`src/rtl/axi_lite_arb_pkg.sv`:
```
// Shared types and constants for the two-to-one AXI-lite arbiter.
package axi_lite_arb_pkg;

    localparam int DEF_ADDR_W = 32;
    localparam int DEF_DATA_W = 32;

    localparam logic [1:0] RESP_OKAY   = 2'b00;
    localparam logic [1:0] RESP_SLVERR = 2'b10;

    // Arbiter phase: waiting for a request, or owning one write or one read downstream.
    typedef enum logic [1:0] {
        ST_IDLE = 2'b00,
        ST_WR   = 2'b01,
        ST_RD   = 2'b10
    } state_e;

endpackage

```
`src/rtl/axi_lite_arbiter_2to1_if.sv`:
```
// One AXI-lite link: all five channels, seen from either end via modports.
interface axi_lite_if
    import axi_lite_arb_pkg::*;
#(
    parameter int ADDR_W = DEF_ADDR_W,
    parameter int DATA_W = DEF_DATA_W
);
    logic [ADDR_W-1:0]   awaddr;
    logic                awvalid;
    logic                awready;
    logic [DATA_W-1:0]   wdata;
    logic [DATA_W/8-1:0] wstrb;
    logic                wvalid;
    logic                wready;
    logic [1:0]          bresp;
    logic                bvalid;
    logic                bready;
    logic [ADDR_W-1:0]   araddr;
    logic                arvalid;
    logic                arready;
    logic [DATA_W-1:0]   rdata;
    logic [1:0]          rresp;
    logic                rvalid;
    logic                rready;

    modport master (
        output awaddr, awvalid, wdata, wstrb, wvalid, bready, araddr, arvalid, rready,
        input  awready, wready, bresp, bvalid, arready, rdata, rresp, rvalid
    );

    modport slave (
        input  awaddr, awvalid, wdata, wstrb, wvalid, bready, araddr, arvalid, rready,
        output awready, wready, bresp, bvalid, arready, rdata, rresp, rvalid
    );
endinterface

```
`src/rtl/axi_lite_arbiter_2to1_rr_arb2.sv`:
```
// Two-way round-robin pointer and winner selection.
module rr_arb2 (
    input  logic       clk,
    input  logic       rst_n,
    input  logic [1:0] req_i,
    input  logic       update_i,
    input  logic       owner_i,
    output logic       grant_o
);
    logic lastOwner_q;

    // Remember who finished last; reset to 1 so requester 0 wins the first tie.
    always_ff @(posedge clk or negedge rst_n) begin
        if (!rst_n) begin
            lastOwner_q <= 1'b1;
        end else if (update_i) begin
            lastOwner_q <= owner_i;
        end
    end

    // On a tie pick whoever did not go last; otherwise pick the lone requester.
    always_comb begin
        grant_o = 1'b0;
        if (req_i == 2'b11) begin
            grant_o = ~lastOwner_q;
        end else if (req_i[1]) begin
            grant_o = 1'b1;
        end
    end
endmodule

```
`src/rtl/axi_lite_arbiter_2to1.sv`:
```
// Shares one AXI-lite register slave between two requesters, one transaction at a time.
module axi_lite_arbiter_2to1
    import axi_lite_arb_pkg::*;
#(
    parameter int ADDR_W = DEF_ADDR_W,
    parameter int DATA_W = DEF_DATA_W
) (
    input  logic        clk,
    input  logic        rst_n,
    axi_lite_if.slave   s0,
    axi_lite_if.slave   s1,
    axi_lite_if.master  m,
    output logic [1:0]  gnt
);
    state_e state_q, state_d;
    logic   owner_q, owner_d;
    logic   awDone_q, awDone_d;
    logic   wDone_q, wDone_d;
    logic   arDone_q, arDone_d;
    logic   txnEnd;
    logic   winner;
    logic [1:0] anyReq;
    logic [1:0] wrReq;

    logic [ADDR_W-1:0]   ownAwaddr, ownAraddr;
    logic [DATA_W-1:0]   ownWdata;
    logic [DATA_W/8-1:0] ownWstrb;
    logic ownAwvalid, ownWvalid, ownBready, ownArvalid, ownRready;
    logic upAwready, upWready, upBvalid, upArready, upRvalid;

    assign wrReq  = {s1.awvalid, s0.awvalid};
    assign anyReq = {s1.awvalid | s1.arvalid, s0.awvalid | s0.arvalid};
    assign gnt    = (state_q == ST_IDLE) ? 2'b00 : (owner_q ? 2'b10 : 2'b01);

    rr_arb2 u_rr (
        .clk      (clk),
        .rst_n    (rst_n),
        .req_i    (anyReq),
        .update_i (txnEnd),
        .owner_i  (owner_q),
        .grant_o  (winner)
    );

    // Select the current owner's request-side signals.
    always_comb begin
        ownAwaddr  = owner_q ? s1.awaddr  : s0.awaddr;
        ownAwvalid = owner_q ? s1.awvalid : s0.awvalid;
        ownWdata   = owner_q ? s1.wdata   : s0.wdata;
        ownWstrb   = owner_q ? s1.wstrb   : s0.wstrb;
        ownWvalid  = owner_q ? s1.wvalid  : s0.wvalid;
        ownBready  = owner_q ? s1.bready  : s0.bready;
        ownAraddr  = owner_q ? s1.araddr  : s0.araddr;
        ownArvalid = owner_q ? s1.arvalid : s0.arvalid;
        ownRready  = owner_q ? s1.rready  : s0.rready;
    end

    // State, owner and per-channel done flags.
    always_ff @(posedge clk or negedge rst_n) begin
        if (!rst_n) begin
            state_q  <= ST_IDLE;
            owner_q  <= 1'b0;
            awDone_q <= 1'b0;
            wDone_q  <= 1'b0;
            arDone_q <= 1'b0;
        end else begin
            state_q  <= state_d;
            owner_q  <= owner_d;
            awDone_q <= awDone_d;
            wDone_q  <= wDone_d;
            arDone_q <= arDone_d;
        end
    end

    // Grant in IDLE, track address/data handshakes, and release on the response handshake.
    always_comb begin
        state_d  = state_q;
        owner_d  = owner_q;
        awDone_d = awDone_q;
        wDone_d  = wDone_q;
        arDone_d = arDone_q;
        txnEnd   = 1'b0;
        case (state_q)
            ST_IDLE: begin
                if (|anyReq) begin
                    owner_d = winner;
                    state_d = wrReq[winner] ? ST_WR : ST_RD;
                end
            end
            ST_WR: begin
                if (ownAwvalid && !awDone_q && m.awready) awDone_d = 1'b1;
                if (ownWvalid && !wDone_q && m.wready)    wDone_d  = 1'b1;
                if (m.bvalid && ownBready) begin
                    state_d  = ST_IDLE;
                    awDone_d = 1'b0;
                    wDone_d  = 1'b0;
                    txnEnd   = 1'b1;
                end
            end
            ST_RD: begin
                if (ownArvalid && !arDone_q && m.arready) arDone_d = 1'b1;
                if (m.rvalid && ownRready) begin
                    state_d  = ST_IDLE;
                    arDone_d = 1'b0;
                    txnEnd   = 1'b1;
                end
            end
            default: state_d = ST_IDLE;
        endcase
    end

    // Forward the owner's channels downstream; valids depend only on owner inputs and done flags.
    always_comb begin
        m.awaddr  = '0;
        m.awvalid = 1'b0;
        m.wdata   = '0;
        m.wstrb   = '0;
        m.wvalid  = 1'b0;
        m.bready  = 1'b0;
        m.araddr  = '0;
        m.arvalid = 1'b0;
        m.rready  = 1'b0;
        upAwready = 1'b0;
        upWready  = 1'b0;
        upBvalid  = 1'b0;
        upArready = 1'b0;
        upRvalid  = 1'b0;
        case (state_q)
            ST_WR: begin
                m.awaddr  = ownAwaddr;
                m.awvalid = ownAwvalid & ~awDone_q;
                m.wdata   = ownWdata;
                m.wstrb   = ownWstrb;
                m.wvalid  = ownWvalid & ~wDone_q;
                m.bready  = ownBready;
                upAwready = m.awready & ~awDone_q;
                upWready  = m.wready & ~wDone_q;
                upBvalid  = m.bvalid;
            end
            ST_RD: begin
                m.araddr  = ownAraddr;
                m.arvalid = ownArvalid & ~arDone_q;
                m.rready  = ownRready;
                upArready = m.arready & ~arDone_q;
                upRvalid  = m.rvalid;
            end
            default: ;
        endcase
    end

    assign s0.awready = gnt[0] & upAwready;
    assign s0.wready  = gnt[0] & upWready;
    assign s0.bvalid  = gnt[0] & upBvalid;
    assign s0.bresp   = gnt[0] ? m.bresp : 2'b00;
    assign s0.arready = gnt[0] & upArready;
    assign s0.rvalid  = gnt[0] & upRvalid;
    assign s0.rdata   = gnt[0] ? m.rdata : '0;
    assign s0.rresp   = gnt[0] ? m.rresp : 2'b00;

    assign s1.awready = gnt[1] & upAwready;
    assign s1.wready  = gnt[1] & upWready;
    assign s1.bvalid  = gnt[1] & upBvalid;
    assign s1.bresp   = gnt[1] ? m.bresp : 2'b00;
    assign s1.arready = gnt[1] & upArready;
    assign s1.rvalid  = gnt[1] & upRvalid;
    assign s1.rdata   = gnt[1] ? m.rdata : '0;
    assign s1.rresp   = gnt[1] ? m.rresp : 2'b00;
endmodule

```
`src/flat_wrapper.sv`:
```
// flat-port wrapper written by rule: the top's interface ports become plain ports
module axi_lite_arbiter_2to1_flat import axi_lite_arb_pkg::*;
#(
    parameter int ADDR_W = DEF_ADDR_W,
    parameter int DATA_W = DEF_DATA_W
)
  (clk, rst_n, gnt, s0_awaddr, s0_awvalid, s0_wdata, s0_wstrb, s0_wvalid, s0_bready, s0_araddr, s0_arvalid, s0_rready, s0_awready, s0_wready, s0_bresp, s0_bvalid, s0_arready, s0_rdata, s0_rresp, s0_rvalid, s1_awaddr, s1_awvalid, s1_wdata, s1_wstrb, s1_wvalid, s1_bready, s1_araddr, s1_arvalid, s1_rready, s1_awready, s1_wready, s1_bresp, s1_bvalid, s1_arready, s1_rdata, s1_rresp, s1_rvalid, m_awaddr, m_awvalid, m_wdata, m_wstrb, m_wvalid, m_bready, m_araddr, m_arvalid, m_rready, m_awready, m_wready, m_bresp, m_bvalid, m_arready, m_rdata, m_rresp, m_rvalid);
  axi_lite_if #(.ADDR_W(ADDR_W), .DATA_W(DATA_W)) s0_i ();
  axi_lite_if #(.ADDR_W(ADDR_W), .DATA_W(DATA_W)) s1_i ();
  axi_lite_if #(.ADDR_W(ADDR_W), .DATA_W(DATA_W)) m_i ();
  input  logic clk;
  input  logic rst_n;
  output logic [1:0] gnt;
  input wire logic [$bits(s0_i.awaddr)-1:0] s0_awaddr;
  input wire logic [$bits(s0_i.awvalid)-1:0] s0_awvalid;
  input wire logic [$bits(s0_i.wdata)-1:0] s0_wdata;
  input wire logic [$bits(s0_i.wstrb)-1:0] s0_wstrb;
  input wire logic [$bits(s0_i.wvalid)-1:0] s0_wvalid;
  input wire logic [$bits(s0_i.bready)-1:0] s0_bready;
  input wire logic [$bits(s0_i.araddr)-1:0] s0_araddr;
  input wire logic [$bits(s0_i.arvalid)-1:0] s0_arvalid;
  input wire logic [$bits(s0_i.rready)-1:0] s0_rready;
  output wire logic [$bits(s0_i.awready)-1:0] s0_awready;
  output wire logic [$bits(s0_i.wready)-1:0] s0_wready;
  output wire logic [$bits(s0_i.bresp)-1:0] s0_bresp;
  output wire logic [$bits(s0_i.bvalid)-1:0] s0_bvalid;
  output wire logic [$bits(s0_i.arready)-1:0] s0_arready;
  output wire logic [$bits(s0_i.rdata)-1:0] s0_rdata;
  output wire logic [$bits(s0_i.rresp)-1:0] s0_rresp;
  output wire logic [$bits(s0_i.rvalid)-1:0] s0_rvalid;
  input wire logic [$bits(s1_i.awaddr)-1:0] s1_awaddr;
  input wire logic [$bits(s1_i.awvalid)-1:0] s1_awvalid;
  input wire logic [$bits(s1_i.wdata)-1:0] s1_wdata;
  input wire logic [$bits(s1_i.wstrb)-1:0] s1_wstrb;
  input wire logic [$bits(s1_i.wvalid)-1:0] s1_wvalid;
  input wire logic [$bits(s1_i.bready)-1:0] s1_bready;
  input wire logic [$bits(s1_i.araddr)-1:0] s1_araddr;
  input wire logic [$bits(s1_i.arvalid)-1:0] s1_arvalid;
  input wire logic [$bits(s1_i.rready)-1:0] s1_rready;
  output wire logic [$bits(s1_i.awready)-1:0] s1_awready;
  output wire logic [$bits(s1_i.wready)-1:0] s1_wready;
  output wire logic [$bits(s1_i.bresp)-1:0] s1_bresp;
  output wire logic [$bits(s1_i.bvalid)-1:0] s1_bvalid;
  output wire logic [$bits(s1_i.arready)-1:0] s1_arready;
  output wire logic [$bits(s1_i.rdata)-1:0] s1_rdata;
  output wire logic [$bits(s1_i.rresp)-1:0] s1_rresp;
  output wire logic [$bits(s1_i.rvalid)-1:0] s1_rvalid;
  output wire logic [$bits(m_i.awaddr)-1:0] m_awaddr;
  output wire logic [$bits(m_i.awvalid)-1:0] m_awvalid;
  output wire logic [$bits(m_i.wdata)-1:0] m_wdata;
  output wire logic [$bits(m_i.wstrb)-1:0] m_wstrb;
  output wire logic [$bits(m_i.wvalid)-1:0] m_wvalid;
  output wire logic [$bits(m_i.bready)-1:0] m_bready;
  output wire logic [$bits(m_i.araddr)-1:0] m_araddr;
  output wire logic [$bits(m_i.arvalid)-1:0] m_arvalid;
  output wire logic [$bits(m_i.rready)-1:0] m_rready;
  input wire logic [$bits(m_i.awready)-1:0] m_awready;
  input wire logic [$bits(m_i.wready)-1:0] m_wready;
  input wire logic [$bits(m_i.bresp)-1:0] m_bresp;
  input wire logic [$bits(m_i.bvalid)-1:0] m_bvalid;
  input wire logic [$bits(m_i.arready)-1:0] m_arready;
  input wire logic [$bits(m_i.rdata)-1:0] m_rdata;
  input wire logic [$bits(m_i.rresp)-1:0] m_rresp;
  input wire logic [$bits(m_i.rvalid)-1:0] m_rvalid;
  assign s0_i.awaddr = s0_awaddr;
  assign s0_i.awvalid = s0_awvalid;
  assign s0_i.wdata = s0_wdata;
  assign s0_i.wstrb = s0_wstrb;
  assign s0_i.wvalid = s0_wvalid;
  assign s0_i.bready = s0_bready;
  assign s0_i.araddr = s0_araddr;
  assign s0_i.arvalid = s0_arvalid;
  assign s0_i.rready = s0_rready;
  assign s0_awready = s0_i.awready;
  assign s0_wready = s0_i.wready;
  assign s0_bresp = s0_i.bresp;
  assign s0_bvalid = s0_i.bvalid;
  assign s0_arready = s0_i.arready;
  assign s0_rdata = s0_i.rdata;
  assign s0_rresp = s0_i.rresp;
  assign s0_rvalid = s0_i.rvalid;
  assign s1_i.awaddr = s1_awaddr;
  assign s1_i.awvalid = s1_awvalid;
  assign s1_i.wdata = s1_wdata;
  assign s1_i.wstrb = s1_wstrb;
  assign s1_i.wvalid = s1_wvalid;
  assign s1_i.bready = s1_bready;
  assign s1_i.araddr = s1_araddr;
  assign s1_i.arvalid = s1_arvalid;
  assign s1_i.rready = s1_rready;
  assign s1_awready = s1_i.awready;
  assign s1_wready = s1_i.wready;
  assign s1_bresp = s1_i.bresp;
  assign s1_bvalid = s1_i.bvalid;
  assign s1_arready = s1_i.arready;
  assign s1_rdata = s1_i.rdata;
  assign s1_rresp = s1_i.rresp;
  assign s1_rvalid = s1_i.rvalid;
  assign m_awaddr = m_i.awaddr;
  assign m_awvalid = m_i.awvalid;
  assign m_wdata = m_i.wdata;
  assign m_wstrb = m_i.wstrb;
  assign m_wvalid = m_i.wvalid;
  assign m_bready = m_i.bready;
  assign m_araddr = m_i.araddr;
  assign m_arvalid = m_i.arvalid;
  assign m_rready = m_i.rready;
  assign m_i.awready = m_awready;
  assign m_i.wready = m_wready;
  assign m_i.bresp = m_bresp;
  assign m_i.bvalid = m_bvalid;
  assign m_i.arready = m_arready;
  assign m_i.rdata = m_rdata;
  assign m_i.rresp = m_rresp;
  assign m_i.rvalid = m_rvalid;
  axi_lite_arbiter_2to1 #(.ADDR_W(ADDR_W), .DATA_W(DATA_W)) u_core (.clk(clk), .rst_n(rst_n), .s0(s0_i), .s1(s1_i), .m(m_i), .gnt(gnt));
endmodule
```
`config.mk`:
```
export PLATFORM = sky130hd
export DESIGN_NAME = axi_lite_arbiter_2to1_flat
export DESIGN_NICKNAME = d
export VERILOG_FILES = /design/src/rtl/axi_lite_arb_pkg.sv /design/src/rtl/axi_lite_arbiter_2to1_if.sv /design/src/rtl/axi_lite_arbiter_2to1_rr_arb2.sv /design/src/rtl/axi_lite_arbiter_2to1.sv /design/src/flat_wrapper.sv
export SDC_FILE = /design/constraint.sdc
export NUM_CORES = 1
export LEC_CHECK = 0
export ABC_AREA = 0
export BUFFER_PORTS_ARGS = -buffer_cell sky130_fd_sc_hd__buf_2
export CAP_MARGIN = 0
export CORE_AREA = 2 2 172 174
export CTS_CLUSTER_SIZE = 10
export DETAILED_ROUTE_END_ITERATION = 16
export DIE_AREA = 0 0 174 176
export GPL_TIMING_DRIVEN = 0
export PLACE_DENSITY = 0.37
export SYNTH_ARGS = -nofsm -noshare
export SYNTH_HDL_FRONTEND = slang
export SYNTH_SLANG_ARGS = --single-unit
```
`constraint.sdc`:
```
create_clock -name clk -period 3.55 [get_ports clk]
set_input_delay 0 -clock clk [delete_from_list [all_inputs] [get_ports clk]]
set_output_delay 0 -clock clk [all_outputs]
set_load 0.01 [all_outputs]
```
* Word level (Yosys, flattened, before mapping)
Index checks and enable logic that the tools add are counted.
Cells by class: add/subtract/negate cells 0, multipliers 0, divide/modulo/power cells 0, magnitude comparators 1, equality and inequality tests 6, shift-type cells 0, mux-type cells 49, bitwise logic cells 22, reduce and logical (&&, ||, !) cells 21
Operators with widths (count):
- 2-to-1 mux 32 bit | 8
- 2-to-1 mux 1 bit | 27
- 2-to-1 mux 2 bit | 10
- AND 1 bit | 16
- logical AND 1 bit | 8
- 2-to-1 mux 4 bit | 2
- AND reduction 2 bit | 4
- case mux 2 bit (3 select lines) | 1
- nonzero test 2 bit | 3
- == test 2 bit, second input constant | 2
- inequality test 2 x 1 -> 1 bit, second input constant | 2
- NOT 1 bit | 4
- logical NOT 1 bit | 3
- AND reduction 3 bit | 1
- == test 2 x 1 -> 1 bit, second input constant | 1
- logical NOT 2 bit | 1
- < comparator 1 x 2 -> 1 bit, second input constant | 1
- inequality test 2 bit, second input constant | 1
- bitwise OR 1 bit | 2
- case mux 1 bit (2 select lines) | 1
- OR reduction 2 bit | 1
Storage, ports and cells: register bits 7, latch bits 0, RAM bits 0, ROM bits 0, output and inout port bits 189, logic and storage cells 105, memories kept 0

* Logic depth before layout (Yosys ltp)
word-level depth 8, mapped depth 7, gate-level depth less buffers 6

* Modules after synthesis
Synthesis repeated with hierarchy kept, for this count alone.
Unflattened totals: cells, all modules 371, area total of the unflattened synthesis 2849.0 µm²
Modules (own cells, without submodules):
- axi_lite_arbiter_2to1 | times used 1, cells each 368, area an instance 2800.2 µm²
- rr_arb2 | times used 1, cells each 3, area an instance 48.8 µm²

* Worst setup path before layout
Ideal clock, no wire load.
path type register -> register, start point reg u_core.owner_q, end point reg u_core.state_q[0], setup time 0.128 ns, arrival 1.463 ns, setup slack 1.959 ns, cell stages (with the launch flop) 6, path buffers 1, period minus slack after synthesis 1.591 ns, path through dfrtp_1 > buf_4 > mux2i_1 > nand2b_4 > a221o_1 > mux2_1
On the way: longest elaborated chain between the ends 4, elaborated cells between the ends (all ways) 7, those cells by class 2 x eq/ne; 2 x mux; 3 x reduce/logical
Ends and longest elaborated chain:
- from (decl) | RTL line axi_lite_arbiter_2to1.sv:16 | logic owner_q, owner_d;
- from (signal assigned) | RTL line axi_lite_arbiter_2to1.sv:67 | owner_q <= owner_d;
- 2-to-1 mux 1 bit (on tied branches) | RTL line axi_lite_arbiter_2to1.sv:54, axi_lite_arbiter_2to1.sv:51
- logical AND 1 bit (on tied branches) | RTL line axi_lite_arbiter_2to1.sv:101, axi_lite_arbiter_2to1.sv:92
- inequality test 2 x 1 -> 1 bit (no source line)
- AND reduction 3 bit (no source line) *
- to (signal assigned) | RTL line axi_lite_arbiter_2to1.sv:66 | state_q <= state_d;
- to (decl) | RTL line axi_lite_arbiter_2to1.sv:15 | state_e state_q, state_d;
Mark *: on every way between the ends. The rest lies on a longest branch, timed or not. A chain may end at the register's enable or synchronous reset.

* Worst setup path in the final report
start point reg u_core.state_q[0], end point out s1_rdata[24]
On the way: longest elaborated chain between the ends 3
Ends and longest elaborated chain:
- logical NOT 2 bit | RTL line axi_lite_arbiter_2to1.sv:33 | assign gnt = (state_q == ST_IDLE) ? 2'b00 : (owner_q ? 2'b10 : 2'b01);
- 2-to-1 mux 2 bit | RTL line axi_lite_arbiter_2to1.sv:33
- 2-to-1 mux 32 bit | RTL line axi_lite_arbiter_2to1.sv:165 | assign s1.rdata = gnt[1] ? m.rdata : '0;
- to (decl) | RTL line flat_wrapper.sv:45 | output wire logic [$bits(s1_i.rdata)-1:0] s1_rdata;
Every way passes these cells.

==> results.md <==
- CTS Buffer Depth: 2
- Placed cells: 1196
- Final hold vios: 0
- CTS tree: done
- Clock-pin slew on the worst setup and hold paths: 40 ps
- Post-route ant nets: 0
- Hold slack: 34.1 ps
- Core ar.: 28500 µm²
- Total Power: 0.00318 W
- CTS root buf: clkbuf_16
- VDD IR max: 0.157 mV
- Min Clock Period, post-route: 2470 ps
- Yosys reg bits: 7
- Worst-Skew Late Latency: 230 ps
- Critical Path AT: 2470 ps
- Power density cells: 573 nW/µm²
- Outcome: finished clean
- DRT Pass-1 Iters: 4
- Period utilization: 0.695
- Worst Skew: 1.44 ps
- Mapped Cells: 371
- Worst-path fanout max: 10
- Die height: 176 µm
- Number of port buffers: 441
- Slew @ Worst Pin: 754 ps
- CTS sink cnt: 7
- Postcts setup bufs: 0
- RSZ-0062 raised after global routing: no
- Seq/Total Area, Yosys: 0.0635
- Fraction of layout cells with a size suffix above 1: 0.563
- Max Cap Viol: 0
- Dpl hpwl: 15300 µm
- H-tree depth: 1
- Area of the mapped netlist: 2780 µm²
- First-pass GRT wire length: 24800 µm
- Initial core utilization: 0.0973
- Drt wl/cell: 14.4 µm
- DRT iter0 DRCs: 47
- Initial antenna violation count: 0
- Die Width: 174 µm
- Fin nets: 1074
- Peak Freq: 0.405 GHz
- Routed via count: 4135
- Static Leak: 3.48 nW
- Setup_tns: 0 ps
- Crit path capture type: primary output
- Overflow after GRT: 0
- DP Area: 5470 µm²
- Avg Inst Size Synth: 7.49 µm²
- Relative slew slack: 0.497
- Setup CP Type: reg2out
- Cts bufs inserted: 3
- Syn Nets: 627
- Die area: 30600 µm²
- Yosys warning count: 0
- Hold buffers post-CTS: 1
- Yosys cell types: 27
- Post-CTS sizing: 0
- Gr usage total: 0.103
- Largest net degree at the start of global routing: 11
- Placer congestion estimate: 0.788
- IO Count: 442
- Final setup vio count: 0
- Via/cell ratio: 3.44
- CP required: 3550 ps
- Vias in the first global route: 4114
- Total Routed Length: 17300 µm
- HP Class: in2reg
- Cell row count: 62
- Filler Cell Count: 3336
- Design Area, Final: 5560 µm²
- Crit path launch type: flop
- Synth-to-Final Area Change: 100%
- Non-filler cells, final: 1202
- DRC violations left: 0
- Slew Limit Fails: 0
==> power breakdown <==
| group | internal (W) | switching, W | total (W) |
|---|---|---|---|
| sequential | 0.000121 | 0.0000230 | 0.000144 |
| clock | 0.000149 | 0.0000426 | 0.000192 |
| combinational | 0.00127 | 0.00158 | 0.00285 |
==> final timing paths <==
check | startpoint | endpoint | slack, ps | cells after the start
min in group asynchronous | rst_n | u_core.state_q[1] | 140 | 2
max | u_core.state_q[0] | s1_rdata[24] | 1080 | 7
max in group asynchronous | rst_n | u_core.u_rr.lastOwner_q | 3170 | 2
min reg2reg | u_core.arDone_q | u_core.arDone_q | 520 | 2
max reg2reg | u_core.state_q[0] | u_core.u_rr.lastOwner_q | 1640 | 7
min | m_arready | u_core.arDone_q | 30 | 3
==> flip-flops by register name, summed over array words and instances, names as in the netlist <==
register / cells
u_core.arDone_q: 1
u_core.awDone_q: 1
u_core.owner_q: 1
u_core.state_q: 2
u_core.u_rr.lastOwner_q: 1
u_core.wDone_q: 1
==> worst max-delay path, stage by stage (launching register included) <==
cell      delay (ps)
dfrtp_1          360
inv_1             70
ha_1             270
nand2b_1         370
inv_1            360
clkbuf_1         420
and2_1           230
buf_2            140
==> cell type report <==
type / instances / area, µm² / share of cell area
clock buffer: 4 / 78.8 / 0.0142
timing repair buffer: 442 / 2220 / 0.399
inverter: 5 / 18.8 / 0.00338
multi-input combinational: 328 / 2450 / 0.441
sequential: 7 / 176 / 0.0317
tap: 384 / 480 / 0.0865
antenna: 1 / 2.50 / 0.000450
buffer: 31 / 134 / 0.0241
==> cell families (layout without fill, tap and decap cells) <==
kind of cell	count (synthesis)	count (layout)	share of synthesized area
AOI/OAI and AO/OA	10	10	0.0239
adders and majority gates	3	3	0.0135
buffers and inverters	36	482	0.0550
DFF	7	7	0.0635
muxes	108	108	0.390
other	0	1	0
and+or+nand+nor	207	207	0.454
==> routing by layer <==
layer,up-vias,routed length (µm),track usage
li1,2108,-,-
met1,1834,7330,0.129
met2,184,8900,0.193
met3,9,926,0.0127
met4,0,167,0.0112
met5,-,0,0
==> placed cells by master (no fill, tap or decap) <==
| master | netlist | final |
|---|---|---|
| buf_2 | 11 | 452 |
| or2_1 | 1 | 1 |
| nor4_1 | 1 | 1 |
| inv_2 | 1 | 1 |
| a21oi_1 | 2 | 2 |
| dfrtp_1 | 6 | 6 |
| nand2b_1 | 2 | 2 |
| a31oi_1 | 2 | 2 |
| buf_4 | 1 | 1 |
| o21a_1 | 2 | 2 |
| a221o_1 | 1 | 1 |
| mux2_1 | 1 | 1 |
| clkbuf_1 | 19 | 20 |
| nor2b_1 | 103 | 103 |
| ha_1 | 3 | 3 |
| diode_2 | 0 | 1 |
| nand3b_1 | 3 | 3 |
| dfstp_2 | 1 | 1 |
| clkbuf_16 | 0 | 3 |
| mux2i_1 | 106 | 106 |
| nor2_1 | 17 | 17 |
| nor3b_1 | 4 | 4 |
| o21ai_0 | 2 | 2 |
| dlygate4sd3_1 | 0 | 1 |
| nand2_1 | 3 | 3 |
| and2_1 | 72 | 72 |
| nand2b_4 | 1 | 1 |
| mux2_2 | 1 | 1 |
| o221ai_1 | 1 | 1 |
| inv_1 | 4 | 4 |
==> per-stage QoR <==
step | util | worst slack, ps
global placement | 0.191 | 1230
CTS | 0.195 | 1000
global route | 0.195 | 866
floorplan | - | 1960
detailed placement | 0.191 | 1270
finish | 0.195 | 1080
==> synth_stat cells (all sizes together) <==
cell,number,area share
a221o,1,0.0036
dfstp,1,0.0095
buf,12,0.023
or2,1,0.0023
nor3b,4,0.011
o21ai,2,0.0036
nor2,17,0.023
nand2,3,0.0041
a21oi,2,0.0036
a31oi,2,0.0045
nor2b,103,0.23
mux2i,106,0.38
dfrtp,6,0.054
inv,5,0.0068
and2,72,0.16
nand3b,3,0.0081
nor4,1,0.0023
mux2,2,0.0081
o21a,2,0.0054
o221ai,1,0.0032
clkbuf,19,0.026
nand2b,3,0.0095
ha,3,0.014
(Power assumes the default switching activity.)
